### config.mk
export PLATFORM = sky130hd
export DESIGN_NAME = sccb_cfg_sequencer
export DESIGN_NICKNAME = d
export VERILOG_FILES = /design/src/rtl/sccb_cfg_sequencer.sv
export SDC_FILE = /design/constraint.sdc
export NUM_CORES = 1
export LEC_CHECK = 0
export BUFFER_PORTS_ARGS = -buffer_cell sky130_fd_sc_hd__buf_2
export CAP_MARGIN = 20
export CELL_PAD_IN_SITES_DETAIL_PLACEMENT = 0
export CELL_PAD_IN_SITES_GLOBAL_PLACEMENT = 1
export CORE_MARGIN = 10
export CORE_UTILIZATION = 44
export DETAILED_ROUTE_END_ITERATION = 16
export PLACE_DENSITY = 0.85
export SLEW_MARGIN = 10
export SYNTH_ARGS = -nofsm -noshare
export SYNTH_HDL_FRONTEND = slang
export SYNTH_SLANG_ARGS = --single-unit
### constraint.sdc
create_clock -name clk -period 8.2 [get_ports clk]
set_clock_uncertainty 0.05 [all_clocks]
set_input_delay 1.23 -clock clk [delete_from_list [all_inputs] [get_ports clk]]
set_output_delay 1.23 -clock clk [all_outputs]
set_load 0.02 [all_outputs]
### src/rtl/sccb_cfg_sequencer.sv
`default_nettype none
// ============================================================================
// Module   : sccb_cfg_sequencer
// Brief    : Walks the OV7670 configuration ROM and feeds register writes to
//            the SCCB byte-write engine. Decodes FFF0 (delay) and FFFF
//            (end-of-table) markers, enforces an idle gap after every write,
//            and serves single host register writes when no walk is running.
//            Optional macro SCCB_RETRY_EN re-issues NACKed writes up to
//            RETRY_MAX times before flagging err.
// Revision : 1.0 - initial release
// ============================================================================
module sccb_cfg_sequencer #(
    parameter int ADDR_W       = 8,
    parameter int LAST_ADDR    = 255,
    parameter int GAP_CYCLES   = 25000,
    parameter int DELAY_CYCLES = 1000000,
    parameter int RETRY_MAX    = 3
) (
    input  logic              clk,
    input  logic              reset_n,
    input  logic              start,
    output logic [ADDR_W-1:0] rom_addr,
    input  logic [15:0]       rom_data,
    output logic              wr_req,
    output logic [7:0]        wr_reg,
    output logic [7:0]        wr_data,
    input  logic              wr_ack,
    input  logic              wr_done,
    input  logic              wr_nack,
    input  logic              host_req,
    input  logic [7:0]        host_reg,
    input  logic [7:0]        host_data,
    output logic              host_grant,
    output logic              host_done,
    output logic              busy,
    output logic              cfg_done,
    output logic              err
);

    // State encoding
    localparam logic [3:0] c_st_idle       = 4'd0;
    localparam logic [3:0] c_st_fetch      = 4'd1;
    localparam logic [3:0] c_st_decode     = 4'd2;
    localparam logic [3:0] c_st_issue      = 4'd3;
    localparam logic [3:0] c_st_wait_done  = 4'd4;
    localparam logic [3:0] c_st_gap        = 4'd5;
    localparam logic [3:0] c_st_delay      = 4'd6;
    localparam logic [3:0] c_st_host_issue = 4'd7;
    localparam logic [3:0] c_st_host_wait  = 4'd8;
    localparam logic [3:0] c_st_done       = 4'd9;

    // The shared down-counter is loaded with N-1 so that the state is held
    // for exactly N cycles before expiry at zero.
    localparam logic [19:0]       c_gap_load   = 20'(GAP_CYCLES - 1);
    localparam logic [19:0]       c_delay_load = 20'(DELAY_CYCLES - 1);
    localparam logic [ADDR_W-1:0] c_last_addr  = ADDR_W'(LAST_ADDR);
    localparam logic [1:0]        c_retry_max  = 2'(RETRY_MAX);

`ifdef SCCB_RETRY_EN
    localparam logic c_retry_en = 1'b1;
`else
    localparam logic c_retry_en = 1'b0;
`endif

    logic [3:0]        r_state;
    logic [3:0]        w_next;
    logic [19:0]       r_cnt;
    logic [ADDR_W-1:0] r_rom_addr;
    logic              r_walk;
    logic [7:0]        r_wr_reg;
    logic [7:0]        r_wr_data;
    logic              r_host_grant;
    logic              r_host_done;
    logic              r_cfg_done;
    logic              r_err;
    logic [1:0]        r_retry_cnt;
    logic              r_retry_pend;

    logic w_idle;
    logic w_start_acc;
    logic w_host_acc;
    logic w_issue;
    logic w_wait;
    logic w_host_phase;
    logic w_done_evt;
    logic w_retry;
    logic w_timed;
    logic w_cnt_zero;
    logic w_last;
    logic w_rom_end;
    logic w_rom_delay;

    assign w_idle       = (r_state == c_st_idle) || (r_state == c_st_done);
    assign w_start_acc  = w_idle && start;
    assign w_host_acc   = w_idle && !start && host_req;
    assign w_issue      = (r_state == c_st_issue) || (r_state == c_st_host_issue);
    assign w_wait       = (r_state == c_st_wait_done) || (r_state == c_st_host_wait);
    assign w_host_phase = (r_state == c_st_host_issue) || (r_state == c_st_host_wait);
    // A done pulse only counts when a request is outstanding: either waiting
    // for it, or arriving together with the ack.
    assign w_done_evt   = (w_issue && wr_ack && wr_done) || (w_wait && wr_done);
    assign w_retry      = c_retry_en && wr_nack && (r_retry_cnt < c_retry_max);
    assign w_timed      = (r_state == c_st_gap) || (r_state == c_st_delay);
    assign w_cnt_zero   = (r_cnt == 20'd0);
    assign w_last       = (r_rom_addr == c_last_addr);
    assign w_rom_end    = (rom_data == 16'hFFFF);
    assign w_rom_delay  = (rom_data == 16'hFFF0);

    // State register; reset abandons any in-flight transaction
    always_ff @(posedge clk or negedge reset_n) begin
        if (!reset_n) begin
            r_state <= c_st_idle;
        end else begin
            r_state <= w_next;
        end
    end

    // Next-state decode
    always_comb begin
        w_next = r_state;
        case (r_state)
            c_st_idle, c_st_done: begin
                if (start) begin
                    w_next = c_st_fetch;
                end else if (host_req) begin
                    w_next = c_st_host_issue;
                end
            end
            c_st_fetch: begin
                w_next = c_st_decode;
            end
            c_st_decode: begin
                if (w_rom_end) begin
                    w_next = c_st_done;
                end else if (w_rom_delay) begin
                    w_next = c_st_delay;
                end else begin
                    w_next = c_st_issue;
                end
            end
            c_st_issue: begin
                if (wr_ack) begin
                    w_next = wr_done ? c_st_gap : c_st_wait_done;
                end
            end
            c_st_wait_done: begin
                if (wr_done) begin
                    w_next = c_st_gap;
                end
            end
            c_st_host_issue: begin
                if (wr_ack) begin
                    w_next = wr_done ? c_st_gap : c_st_host_wait;
                end
            end
            c_st_host_wait: begin
                if (wr_done) begin
                    w_next = c_st_gap;
                end
            end
            c_st_gap: begin
                if (w_cnt_zero) begin
                    if (r_retry_pend) begin
                        w_next = r_walk ? c_st_issue : c_st_host_issue;
                    end else if (r_walk) begin
                        w_next = w_last ? c_st_done : c_st_fetch;
                    end else begin
                        w_next = r_cfg_done ? c_st_done : c_st_idle;
                    end
                end
            end
            c_st_delay: begin
                if (w_cnt_zero) begin
                    w_next = w_last ? c_st_done : c_st_fetch;
                end
            end
            default: begin
                w_next = c_st_idle;
            end
        endcase
    end

    // Shared gap/delay down-counter, loaded on entry to GAP or DELAY
    always_ff @(posedge clk or negedge reset_n) begin
        if (!reset_n) begin
            r_cnt <= 20'd0;
        end else if ((w_next == c_st_gap) && (r_state != c_st_gap)) begin
            r_cnt <= c_gap_load;
        end else if ((w_next == c_st_delay) && (r_state != c_st_delay)) begin
            r_cnt <= c_delay_load;
        end else if (w_timed && !w_cnt_zero) begin
            r_cnt <= r_cnt - 20'd1;
        end
    end

    // ROM address walk and walk/host ownership flag
    always_ff @(posedge clk or negedge reset_n) begin
        if (!reset_n) begin
            r_rom_addr <= '0;
            r_walk     <= 1'b0;
        end else if (w_start_acc) begin
            r_rom_addr <= '0;
            r_walk     <= 1'b1;
        end else if (w_host_acc) begin
            r_walk     <= 1'b0;
        end else if (w_timed && (w_next == c_st_fetch)) begin
            r_rom_addr <= r_rom_addr + 1'b1;
        end
    end

    // Register/data latch for the engine; held stable while wr_req is high
    always_ff @(posedge clk or negedge reset_n) begin
        if (!reset_n) begin
            r_wr_reg  <= 8'd0;
            r_wr_data <= 8'd0;
        end else if ((r_state == c_st_decode) && !w_rom_end && !w_rom_delay) begin
            r_wr_reg  <= rom_data[15:8];
            r_wr_data <= rom_data[7:0];
        end else if (w_host_acc) begin
            r_wr_reg  <= host_reg;
            r_wr_data <= host_data;
        end
    end

    // Status flags and host handshake pulses
    always_ff @(posedge clk or negedge reset_n) begin
        if (!reset_n) begin
            r_host_grant <= 1'b0;
            r_host_done  <= 1'b0;
            r_cfg_done   <= 1'b0;
            r_err        <= 1'b0;
        end else begin
            r_host_grant <= w_host_acc;
            r_host_done  <= w_done_evt && w_host_phase && !w_retry;
            if (w_start_acc) begin
                r_cfg_done <= 1'b0;
            end else if (w_next == c_st_done) begin
                r_cfg_done <= 1'b1;
            end
            if (w_start_acc) begin
                r_err <= 1'b0;
            end else if (w_done_evt && wr_nack && !w_retry) begin
                r_err <= 1'b1;
            end
        end
    end

    // Per-entry retry bookkeeping; constant zero when retries are disabled
    always_ff @(posedge clk or negedge reset_n) begin
        if (!reset_n) begin
            r_retry_cnt  <= 2'd0;
            r_retry_pend <= 1'b0;
        end else if (w_start_acc || w_host_acc || (r_state == c_st_decode)) begin
            r_retry_cnt  <= 2'd0;
            r_retry_pend <= 1'b0;
        end else if (w_done_evt) begin
            r_retry_pend <= w_retry;
            if (w_retry) begin
                r_retry_cnt <= r_retry_cnt + 2'd1;
            end
        end
    end

    assign rom_addr   = r_rom_addr;
    assign wr_req     = w_issue;
    assign wr_reg     = r_wr_reg;
    assign wr_data    = r_wr_data;
    assign host_grant = r_host_grant;
    assign host_done  = r_host_done;
    assign busy       = !w_idle;
    assign cfg_done   = r_cfg_done;
    assign err        = r_err;

endmodule
`default_nettype wire
Yosys cells after proc, flatten, opt, wreduce, memory -nomap -nowiden --
Index checks and enable logic that the tools add are counted.
Cells by class: $add $sub $neg 2, equal/unequal tests 19, multiplexer cells 35, reduce and logical (&&, ||, !) cells 39
Operators by type and width (count):
- $mux 20 | 3
- $mux 8 | 7
- $mux 4 | 13
- $eq 16x16->1 const B | 2
- $pmux 4 s8 | 1
- $eq 4x3->1 const B | 6
- $logic_not 20->1 | 1
- $sub 20x1->20 const B | 1
- $logic_and 1x1->1 | 14
- $eq 4x4->1 const B | 3
- $reduce_bool 2->1 | 6
- $mux 1 | 9
- $add 8x1->8 const B | 1
- $eq 4x1->1 const B | 2
- $eq 4x2->1 const B | 2
- $eq 8x8->1 const B | 1
- $logic_or 1x1->1 | 8
- $ne 4x3->1 const B | 2
- $mux 3 | 2
- $logic_not 1->1 | 5
- $logic_not 4->1 | 1
- $reduce_or 2->1 | 2
- $reduce_bool 3->1 | 1
- $ne 2x2->1 const B | 1
- $reduce_and 2->1 | 1
Storage, ports and cells: register bits 54, bits of input ports 39, output and inout bits 30, word-level logic and storage cells 106

Depth between registers and ports, before layout --
Gate-level depths: netlist (run 1).
depth in word-level cells 11, gate-level depth with buffers 10, mapped depth without buffers 8

Least setup slack after synthesis (run 1) --
Ideal clock, no wire load.
kind input port to flip-flop, start point in rom_data[13], end point reg r_wr_data[0], in the netlist wr_data[0], setup time 0.064 ns, data arrival time 2.678 ns, data required time 8.086 ns, setup slack 5.408 ns, stages 8, buffers on the path 2, path through nand4_1 nor3_1 a21boi_0 nor2b_1 clkbuf_1 nor2_1 clkbuf_1 a21o_1
On the way: cells in the longest elaborated chain, start to end 5, elaborated cells between the ends (all ways) 8, classes of those cells eq/ne: 2; mux: 1; reduce/logical: 5
RTL lines:
- start, declared | RTL line 23 | input logic [15:0] rom_data,
- $eq 16x16->1 | RTL line 106 | assign w_rom_end = (rom_data == 16'hFFFF);
- $logic_not 1->1 | RTL line 216 | end else if ((r_state == c_st_decode) && !w_rom_end && !w_rom_delay) begin
- $logic_and 1x1->1 | RTL line 216
- $logic_and 1x1->1 * | RTL line 216
- $mux 8 or $reduce_bool 2->1 (tied branches)
- end signal, assigned | RTL line 218 | r_wr_data <= rom_data[7:0];
- end signal, assigned | RTL line 221 | r_wr_data <= host_data;
- end, declared | RTL line 71 | logic [7:0] r_wr_data;
Mark *: on every way between the ends. The rest lies on a longest branch, timed or not. A chain may end at the register's enable or synchronous reset.

Final worst setup path (run 1) --
start point in rom_data[0], end point reg r_wr_data[3], in the netlist wr_data[3]
The elaborated chain is that of the path after synthesis.

==> run_results.csv, run 1 <==
group,metric,value,unit
drt,drt-total-wl,7.14,mm
min_path,whs_endpoint,"wr_reg[6]",
sta,fmax,325,MHz
grt,grt_max_degree,54,
drt,ant_nets,0,
layout,top_register,"r_cnt",
grt,grt_util_all_layers,13.5,%
min_path,hold_start,"wr_reg[6]",
die,io_pins,69,
sta,hold_viol,0,
layout,nNetsFinal,412,
layout,multiInputGateArea,1520,um2
synth,synth-xor-area-share,5.01,%
synth,ys_ff_latch,53,
clock_tree,cts_buffers,5,
layout,n_antenna_cell,0,
setup_path,endpoint_kind,"flop",
sta,setup_viol,0,
grt,overflow,0,
layout,area_growth,15.9,%
grt,grtUsageMet3,3.44,%
synth,yosys_warnings,0,
clock_tree,cts_buffer_depth,2,
setup_path,crit_start,"rom_data[0]",
sta,rsz0062_at_grt,"no",
min_path,hold_path.class,"reg2reg",
grt,grt-busiest-layer,"met2",
setup_path,start_kind,"input pin",
power_and_ir_drop,power.density,311,nW/um2
layout,layout-drive-gt1-share,25.3,%
run_status,status,"finished clean",
grt,grt_pass1_vias,2474,
synth,synth-simple-area-share,24.0,%
setup_path,critPathMaxFanout,17,
setup_path,rr_endpoint,"r_cnt[3]",
place,numPortBuffers,68,
setup_path,reg2reg_from,"r_cnt[12]",
clock_tree,cts.reportedPaths.clkPinSlew,0.09,ns
layout,largest_reg_flops,20,
synth,synth_compound_area_share,21.0,%
grt,grt_first_pass_wirelength,11.6,mm
die,coreArea,6460,um2
sta,fin_crit_sh,37.5,%
power_and_ir_drop,p_leak,0.00167,uW
sta,min_period,3.07,ns
sta,maxSlewViolCount,0,
synth,ys_async_sr_fraction,100,%
sta,slew_headroom,35.2,%
clock_tree,ctsHoldBuffers,0,
setup_path,crit_type,"in2reg",
job,max_cap_viol_count,0,
clock_tree,post-cts-setup-buffers,0,
synth,synth_adder_area_share,0.843,%
die,std_cell_rows,29,
drt,drc_errors,0,
synth,synth.distinct_cells,58,
synth,avgSynthCellArea,9.61,um2
grt,use_met1,17.3,%
place,dp.cells,441,
drt,dr.pass1.iters,4,
drt,drtIter0Drc,121,
grt,met2_usage,22.1,%
synth,syn_inst,309,
layout,seqCellArea,1330,um2
die,die-width,102,um
clock_tree,htreeDepth,2,
synth,synth_edf_count,0,
place,gp_congestion,0.810,
clock_tree,clockRootBuffer,"clkbuf_8",
grt,antenna_found_initial,0,
synth,synth_top_family_by_area,"simple AND/OR/NAND/NOR gates",
drt,avgViaCountPerCell,5.63,
layout,layoutNonFillerInstCount,448,
sta,fin_setup_tns,0,ns
synth,yosys_most_used_dff,"dfrtp_1",
place,dp_hpwl,5.27,mm
synth,synthMuxAreaShare,0.337,%
clock_tree,clk_latency,0.31,ns
setup_path,reg2reg_slack,5.39,ns
sta,worstMarginPinSlew,0.969,ns
clock_tree,cts.repair.resized,0,
die,die_h,102,um
clock_tree,clock_sinks,53,
drt,wl_per_cell,15.9,um
die,initial_utilization,46.0,%
layout,fillers,620,
min_path,hold_path_depth,1,
setup_path,arrival,3.27,ns
power_and_ir_drop,ir_drop,0.118,mV
synth,syn_area,2970,um2
drt,vias,2522,
die,die-area,10400,um2
setup_path,cp.required,8.40,ns
synth,synth_nets,350,
synth,seq_area_frac_synth,44.7,%
setup_path,rr_worst_depth,6,
clock_tree,cts_tree,"done",
-- cells in the final DEF, fill, tap and decap left out, drive strengths merged, types with 6 or more instances in the layout --
| cell | n |
|---|---|
| xnor2 | 6 |
| a22o | 16 |
| or4 | 7 |
| nor2 | 35 |
| a21o | 17 |
| nor4 | 7 |
| inv | 8 |
| xor2 | 11 |
| a21oi | 11 |
| nand2 | 23 |
| nor3 | 7 |
| dfrtp | 53 |
| o21ai | 8 |
| or3 | 7 |
| nor2b | 7 |
| nand4 | 9 |
| buf | 71 |
-- metrics by stage --
step / worst slack, ns / instance area [um2] / hold slack (ns) / total power [uW] / util [%]
2_1_floorplan: 5.41 / 2970 / 0.436 / 768 / -
3_3_place_gp: 4.83 / 3340 / 0.403 / 902 / 51.7
3_5_place_dp: 4.73 / 3340 / 0.411 / 910 / 51.7
4_1_cts: 5.06 / 3440 / 0.433 / 1090 / 53.3
5_1_grt: 4.84 / 3440 / 0.444 / 1150 / 53.3
6_report: 5.13 / 3440 / 0.426 / 1070 / 53.3
-- where the power goes --
group / switching (uW) / total (uW) / internal (uW) / leakage, uW
clock network: 83.5 / 172 / 88.8 / 0.0000540
registers: 76.3 / 420 / 344 / 0.000656
logic: 279 / 477 / 198 / 0.000962
-- cells by family (layout without fill, tap and decap cells) --
logic type	after synthesis	count (layout)
xor+xnor	17	17
buf+inv	24	86
simple gates	133	133
mux	1	1
compound gates	79	79
flops	53	53
fa+ha+maj	2	2
-- cell usage after synthesis (4+ instances only) --
library cell / number / share of area [%]
and3_1: 4 / 0.84
nor2_1: 35 / 4.4
a21oi_1: 10 / 1.7
and2_1: 5 / 1.1
nand3_1: 5 / 0.84
xor2_1: 11 / 3.2
or2_2: 4 / 0.84
xnor2_1: 6 / 1.8
or4_1: 5 / 1.3
nand2_1: 23 / 2.9
nor3_1: 7 / 1.2
o21ai_0: 8 / 1.3
clkbuf_1: 9 / 1.1
nor2b_1: 7 / 1.5
nor4_1: 7 / 1.5
dfrtp_1: 53 / 45
a22o_1: 16 / 4.7
nand4_1: 9 / 1.9
inv_1: 8 / 1.0
a21o_1: 17 / 4.3
or3_1: 7 / 1.5
-- metal layers --
layer	wire (um)	part of all wire, %
met1	3270	46
met2	3140	44
met3	654	9.2
met4	79	1.1
met5	0	0
-- worst max path at each step --
stage                  to  cells after the start
6_report       wr_data[3]                      7
5_1_grt         wr_reg[1]                      7
4_1_cts        wr_data[3]                      7
3_5_place_dp   wr_data[3]                      7
3_3_place_gp   wr_data[6]                      7
2_1_floorplan  wr_data[0]                      8
-- critical path: stages --
cell and delay, ns:
buf_2 0.11, nor4_1 0.40, a21boi_0 0.18, nor2b_1 0.16, buf_4 0.21, nor2_1 0.75, a21o_1 0.23
-- area by class of cell --
cell class	instances	area share, %
multi-input cells	232	44.2
flip-flops and latches	53	38.5
repair buffers	71	10.5
well taps	77	2.80
clock buffers	5	2.00
clock inverters	2	1.02
inverters	8	0.873
(Power assumes the default switching activity.)
==> run 2: changes to the inputs <==
--- a/config.mk
+++ b/config.mk
@@ -10,9 +10,9 @@
 export CELL_PAD_IN_SITES_DETAIL_PLACEMENT = 0
 export CELL_PAD_IN_SITES_GLOBAL_PLACEMENT = 1
 export CORE_MARGIN = 10
-export CORE_UTILIZATION = 44
+export CORE_UTILIZATION = 37
 export DETAILED_ROUTE_END_ITERATION = 16
-export PLACE_DENSITY = 0.85
+export PLACE_DENSITY = 0.76
 export SLEW_MARGIN = 10
 export SYNTH_ARGS = -nofsm -noshare
 export SYNTH_HDL_FRONTEND = slang
==> constraint.sdc (replaced) <==
create_clock -name clk -period 2.45 [get_ports clk]
set_clock_uncertainty 0.05 [all_clocks]
set_input_delay 0.3675 -clock clk [delete_from_list [all_inputs] [get_ports clk]]
set_output_delay 0.3675 -clock clk [all_outputs]
set_load 0.02 [all_outputs]
==> run 2 against run 1 <==
  * The flow now finishes with violations (negative setup slack)
  * Combinational power rose to 4.5 times the previous value
  * Sequential share of layout area fell by 5.3 points
  * Wire length rose by 15%
  * Critical path depth fell by 1
  * Die area rose by 15%
  * Critical endpoint is now rom_addr[6]
  * Highest routed layer unchanged
==> run_results.csv, run 2 (synthesis results as in run 1) <==
group,metric,value,unit
clock_tree,cts_buffers,5,
clock_tree,clockRootBuffer,"clkbuf_8",
clock_tree,cts.reportedPaths.clkPinSlew,0.11,ns
job,max_cap_viol_count,0,
place,place_ws,-0.0820,ns
layout,fin_util,51.4,%
grt,overflow,0,
setup_path,start_kind,"flop",
place,dp_hpwl,6.13,mm
layout,top_register,"r_cnt",
grt,grt_util_all_layers,13.5,%
setup_path,rr_endpoint,"rom_addr[6]",
layout,fillers,761,
drt,drt-met1-wl,3.58,mm
sta,hold_ws,0.246,ns
die,coreArea,7770,um2
setup_path,rr_worst_depth,6,
drt,vias,2731,
clock_tree,clk_latency,0.31,ns
setup_path,crit_start,"r_cnt[12]",
power_and_ir_drop,p_int,2340,uW
die,initial_utilization,38.2,%
setup_path,reg2reg_from,"r_cnt[12]",
layout,nNetsFinal,461,
drt,wl_per_cell,15.7,um
clock_tree,clock_sinks,53,
setup_path,critPathMaxFanout,7,
sta,fin_setup_tns,-0.553,ns
min_path,hold_path.class,"in2reg",
setup_path,endpoint_kind,"flop",
sta,setup_ws,-0.0709,ns
min_path,whs_endpoint,"err",
layout,design_area,3990,um2
drt,dr.pass1.iters,4,
power_and_ir_drop,power_frac_clock,12.7,%
layout,area_growth,34.4,%
drt,drtIter0Drc,160,
die,die-width,110,um
layout,layout_common_cells,"buf_2 (68), dfrtp_1 (53), buf_4 (43)",
power_and_ir_drop,p_leak,0.00194,uW
run_status,violations,"negative setup slack",
setup_path,crit_type,"reg2reg",
min_path,hold_start,"wr_nack",
power_and_ir_drop,power.density,999,nW/um2
grt,grt_pass1_vias,2675,
min_path,hold_path_depth,3,
place,postPlaceCellArea,3690,um2
place,gp_congestion,0.821,
power_and_ir_drop,pwr-share-comb,53.6,%
drt,avgViaCountPerCell,5.22,
die,die-area,12000,um2
run_status,status,"complete, but fails checks",
sta,setup_viol,16,
drt,drt-total-wl,8.24,mm
power_and_ir_drop,pwr-share-seq,33.7,%
layout,layout_commonest_cell,"buf_2",
power_and_ir_drop,switchingPower,1650,uW
die,io_pins,69,
layout,layout-drive-gt1-share,39.0,%
clock_tree,htreeDepth,2,
sta,fmax,397,MHz
sta,worstMarginPinSlew,1.06,ns
drt,met2_length,4.20,mm
sta,slew_headroom,28.9,%
clock_tree,cts_tree,"done",
setup_path,reg2reg_slack,-0.07,ns
grt,grt_first_pass_wirelength,13.2,mm
power_and_ir_drop,swShare,41.4,%
drt,met3_length,377,um
layout,n_antenna_cell,0,
clock_tree,cts_buffer_depth,2,
drt,ant_nets,0,
grt,antenna_found_initial,0,
die,std_cell_rows,32,
sta,rsz0062_at_grt,"yes",
place,numPortBuffers,68,
drt,highest_layer,"met4",
drt,drc_errors,0,
sta,fin_crit_sh,103,%
sta,hold_viol,0,
sta,maxSlewViolCount,0,
setup_path,cp.required,2.61,ns
power_and_ir_drop,ir_drop,0.309,mV
layout,largest_reg_flops,20,
die,die_h,110,um
sta,min_period,2.52,ns
grt,grt_max_degree,31,
setup_path,arrival,2.68,ns
==> run 2: worst max-delay path, cell delays in order, from the launching register on <==
cell and delay (ns):
dfrtp_1 0.39, or4_4 0.56, or4b_4 0.61, a2111o_1 0.46
nand4_1 0.14, xor2_1 0.15, nor2_1 0.05
==> run 2: worst max-delay path by stage <==
stage / end / slack, ns
global route: rom_addr[3] / -0.16
finish: rom_addr[6] / -0.07
floorplan: cfg_done / 0.006
global placement: r_cnt[19] / -0.05
detailed placement: r_cnt[17] / -0.08
CTS: rom_addr[6] / -0.06
==> run 2: power groups by stage <==
stage | logic, uW | registers, uW | clock network, uW
floorplan | 1060 | 1530 | 0
global placement | 1950 | 1350 | 0
detailed placement | 1980 | 1350 | 0
CTS | 2060 | 1340 | 523
global route | 2340 | 1380 | 555
finish | 2140 | 1340 | 505
==> run 2: through the flow <==
stage          power [uW]  std cells
3_5_place_dp         3330        506
2_1_floorplan        2590        309
4_1_cts              3920        519
6_report             3990        523
3_3_place_gp         3300        506
5_1_grt              4280        523
==> run 2: metal layers <==
metal	vias to the layer above	GRT usage [%]
li1	1351	-
met1	1321	17.3
met2	52	22.7
met3	7	2.98
met4	0	3.25
met5	-	0
==> run 2: final cells by class <==
cell class / count / area (um2) / share of cell area (%)
multi-input cells: 233 / 1660 / 41.6
flip-flops and latches: 53 / 1330 / 33.2
repair buffers: 119 / 761 / 19.1
well taps: 102 / 128 / 3.20
clock buffers: 5 / 68.8 / 1.72
inverters: 8 / 30.0 / 0.753
clock inverters: 3 / 17.5 / 0.439
==> run 2: what timing repair did <==
item / in CTS / in global routing
cloned: 1 / 0
pin swaps: 7 / 17
resized for setup: 10 / 23
setup endpoints to repair: 17 / 40
hold endpoints to repair: 2 / 0
buffers inserted: 3 / 4
hold buffers: 1 / 0
==> run 3: changes to the inputs <==
--- a/config.mk
+++ b/config.mk
@@ -13,7 +13,7 @@
 export CORE_UTILIZATION = 37
 export DETAILED_ROUTE_END_ITERATION = 16
 export PLACE_DENSITY = 0.76
-export SLEW_MARGIN = 10
+export REMOVE_ABC_BUFFERS = 1
 export SYNTH_ARGS = -nofsm -noshare
 export SYNTH_HDL_FRONTEND = slang
 export SYNTH_SLANG_ARGS = --single-unit
==> run 3 against run 2 <==
  * Global-route usage increased by 0.31 points
  * Sequential cell count is the same
  * Critical path depth unchanged
  * Largest power group unchanged
  * Power is 0.22% higher
  * The flow still finishes with violations (negative setup slack)
  * Die area is the same
==> run_results.csv, run 3 (synthesis results as in run 1) <==
group,metric,value,unit
setup_path,arrival,2.69,ns
clock_tree,clockRootBuffer,"clkbuf_8",
grt,antenna_found_initial,0,
clock_tree,cts_buffer_depth,2,
die,die-width,110,um
setup_path,path_cells,"or4_4 > or4b_4 > a2111o_1 > nand4_1 > xor2_1 > nor2_1",
layout,layout_common_cells,"buf_2 (69), dfrtp_1 (53), buf_4 (40)",
clock_tree,htreeDepth,2,
layout,design_area,3960,um2
power_and_ir_drop,ir_drop,0.294,mV
sta,setup_ws,-0.0787,ns
place,postPlaceCellArea,3670,um2
setup_path,endpoint_kind,"flop",
grt,grt-busiest-layer,"met2",
drt,drt-total-wl,8.60,mm
grt,grt_pass1_vias,2670,
grt,grt_first_pass_wirelength,13.5,mm
sta,worstMarginPinSlew,1.03,ns
place,gp_congestion,0.854,
grt,grt_max_degree,21,
clock_tree,clock_sinks,53,
min_path,hold_path.class,"in2reg",
setup_path,crit_type,"reg2reg",
layout,largest_reg_flops,20,
sta,maxSlewViolCount,0,
place,dp_hpwl,6.31,mm
die,std_cell_rows,32,
grt,grtUsageMet3,4.56,%
layout,layoutNonFillerInstCount,521,
clock_tree,cts_buffers,5,
setup_path,critical_path.top_delay_family,"simple AND/OR/NAND/NOR gates",
sta,rsz0062_at_grt,"yes",
sta,slew_headroom,31.1,%
layout,fillers,742,
drt,drtIter0Drc,103,
run_status,status,"complete, but fails checks",
setup_path,cp_slowest_cell,"or4b_4",
sta,setup_viol,11,
layout,top_register,"r_cnt",
sta,fin_crit_sh,103,%
layout,multiInputGateArea,1650,um2
setup_path,critPathMaxStageDelay,0.61,ns
place,dp.cells,506,
drt,dr.pass1.iters,4,
setup_path,start_kind,"flop",
grt,grt_util_all_layers,13.8,%
die,io_pins,69,
layout,n_antenna_cell,0,
clock_tree,cts.reportedPaths.clkPinSlew,0.10,ns
power_and_ir_drop,power.density,1010,nW/um2
grt,use_met1,18.8,%
layout,nNetsFinal,459,
die,die_h,110,um
sta,min_period,2.53,ns
die,initial_utilization,38.2,%
drt,wl_per_cell,16.5,um
clock_tree,clk_latency,0.32,ns
job,max_cap_viol_count,0,
place,numPortBuffers,68,
drt,vias,2764,
drt,ant_nets,0,
setup_path,critPathBufInv,0,
layout,seqCellArea,1330,um2
grt,met2_usage,20.2,%
sta,fmax,395,MHz
clock_tree,cts_tree,"done",
setup_path,cp.required,2.61,ns
layout,layout_commonest_cell,"buf_2",
grt,overflow,0,
layout,area_growth,33.2,%
power_and_ir_drop,p_leak,0.00192,uW
drt,avgViaCountPerCell,5.31,
die,coreArea,7770,um2
run_status,violations,"negative setup slack",
die,die-area,12000,um2
layout,layout-drive-gt1-share,38.4,%
sta,fin_setup_tns,-0.362,ns
drt,drc_errors,0,
setup_path,critPathMaxFanout,6,
sta,hold_viol,0,
==> run 3: through the flow <==
stage / setup slack (ns) / util [%] / hold slack, ns / total power (uW)
finish: -0.0787 / 50.9 / 0.235 / 3990
global route: -0.142 / 50.9 / 0.275 / 4280
CTS: -0.113 / 49.1 / 0.234 / 3840
detailed placement: -0.129 / 47.2 / 0.280 / 3310
global placement: -0.0568 / 47.2 / 0.282 / 3290
floorplan: -0.255 / - / 0.0219 / 2520
==> run 3: worst register-to-register path, stage by stage, from the launching register on <==
cell      delay [ns]
dfrtp_1         0.39
or4_4           0.55
or4b_4          0.61
a2111o_1        0.44
nand4_1         0.16
xor2_1          0.18
nor2_1          0.05
==> run 3: path summary, 6_finish.rpt <==
check | from | to | slack (ns) | cells past startpoint
setup / recovery | r_cnt[9] | rom_addr[6] | -0.08 | 6
hold / removal | wr_nack | err | 0.24 | 3
setup reg to reg | r_cnt[9] | rom_addr[6] | -0.08 | 6
hold reg to reg | wr_data[5] | wr_data[5] | 0.43 | 1
max in group asynchronous | reset_n | r_state[2] | 1.26 | 3
min in group asynchronous | reset_n | r_cnt[1] | 0.48 | 2
==> run 3: per-layer routing <==
layer  up-vias  wire, um
met4         0       112
met5         -         0
met3         9       794
li1       1348         -
met2        94      3700
met1      1313      3990
==> run 3: final cells by class <==
| type | instances | share of cell area [%] |
|---|---|---|
| tap | 102 | 3.23 |
| timing repair buffer | 117 | 18.6 |
| clock inverter | 2 | 0.380 |
| sequential | 53 | 33.5 |
| clock buffer | 6 | 1.83 |
| multi-input combinational | 233 | 41.7 |
| inverter | 8 | 0.759 |
==> run 3: repair_timing <==
action                                  CTS  global route
hold endpoints to repair                 16             0
resized for setup                         9            25
setup buffers                             0             4
hold buffers                              1             0
endpoints found under the setup margin   21            27
pin swaps                                11            16
cloned                                    2             0
==> run 3: power breakdown <==
group | switching, uW | internal [uW]
registers | 192 | 1150
clock network | 301 | 202
logic | 1160 | 984
total | 1660 | 2340
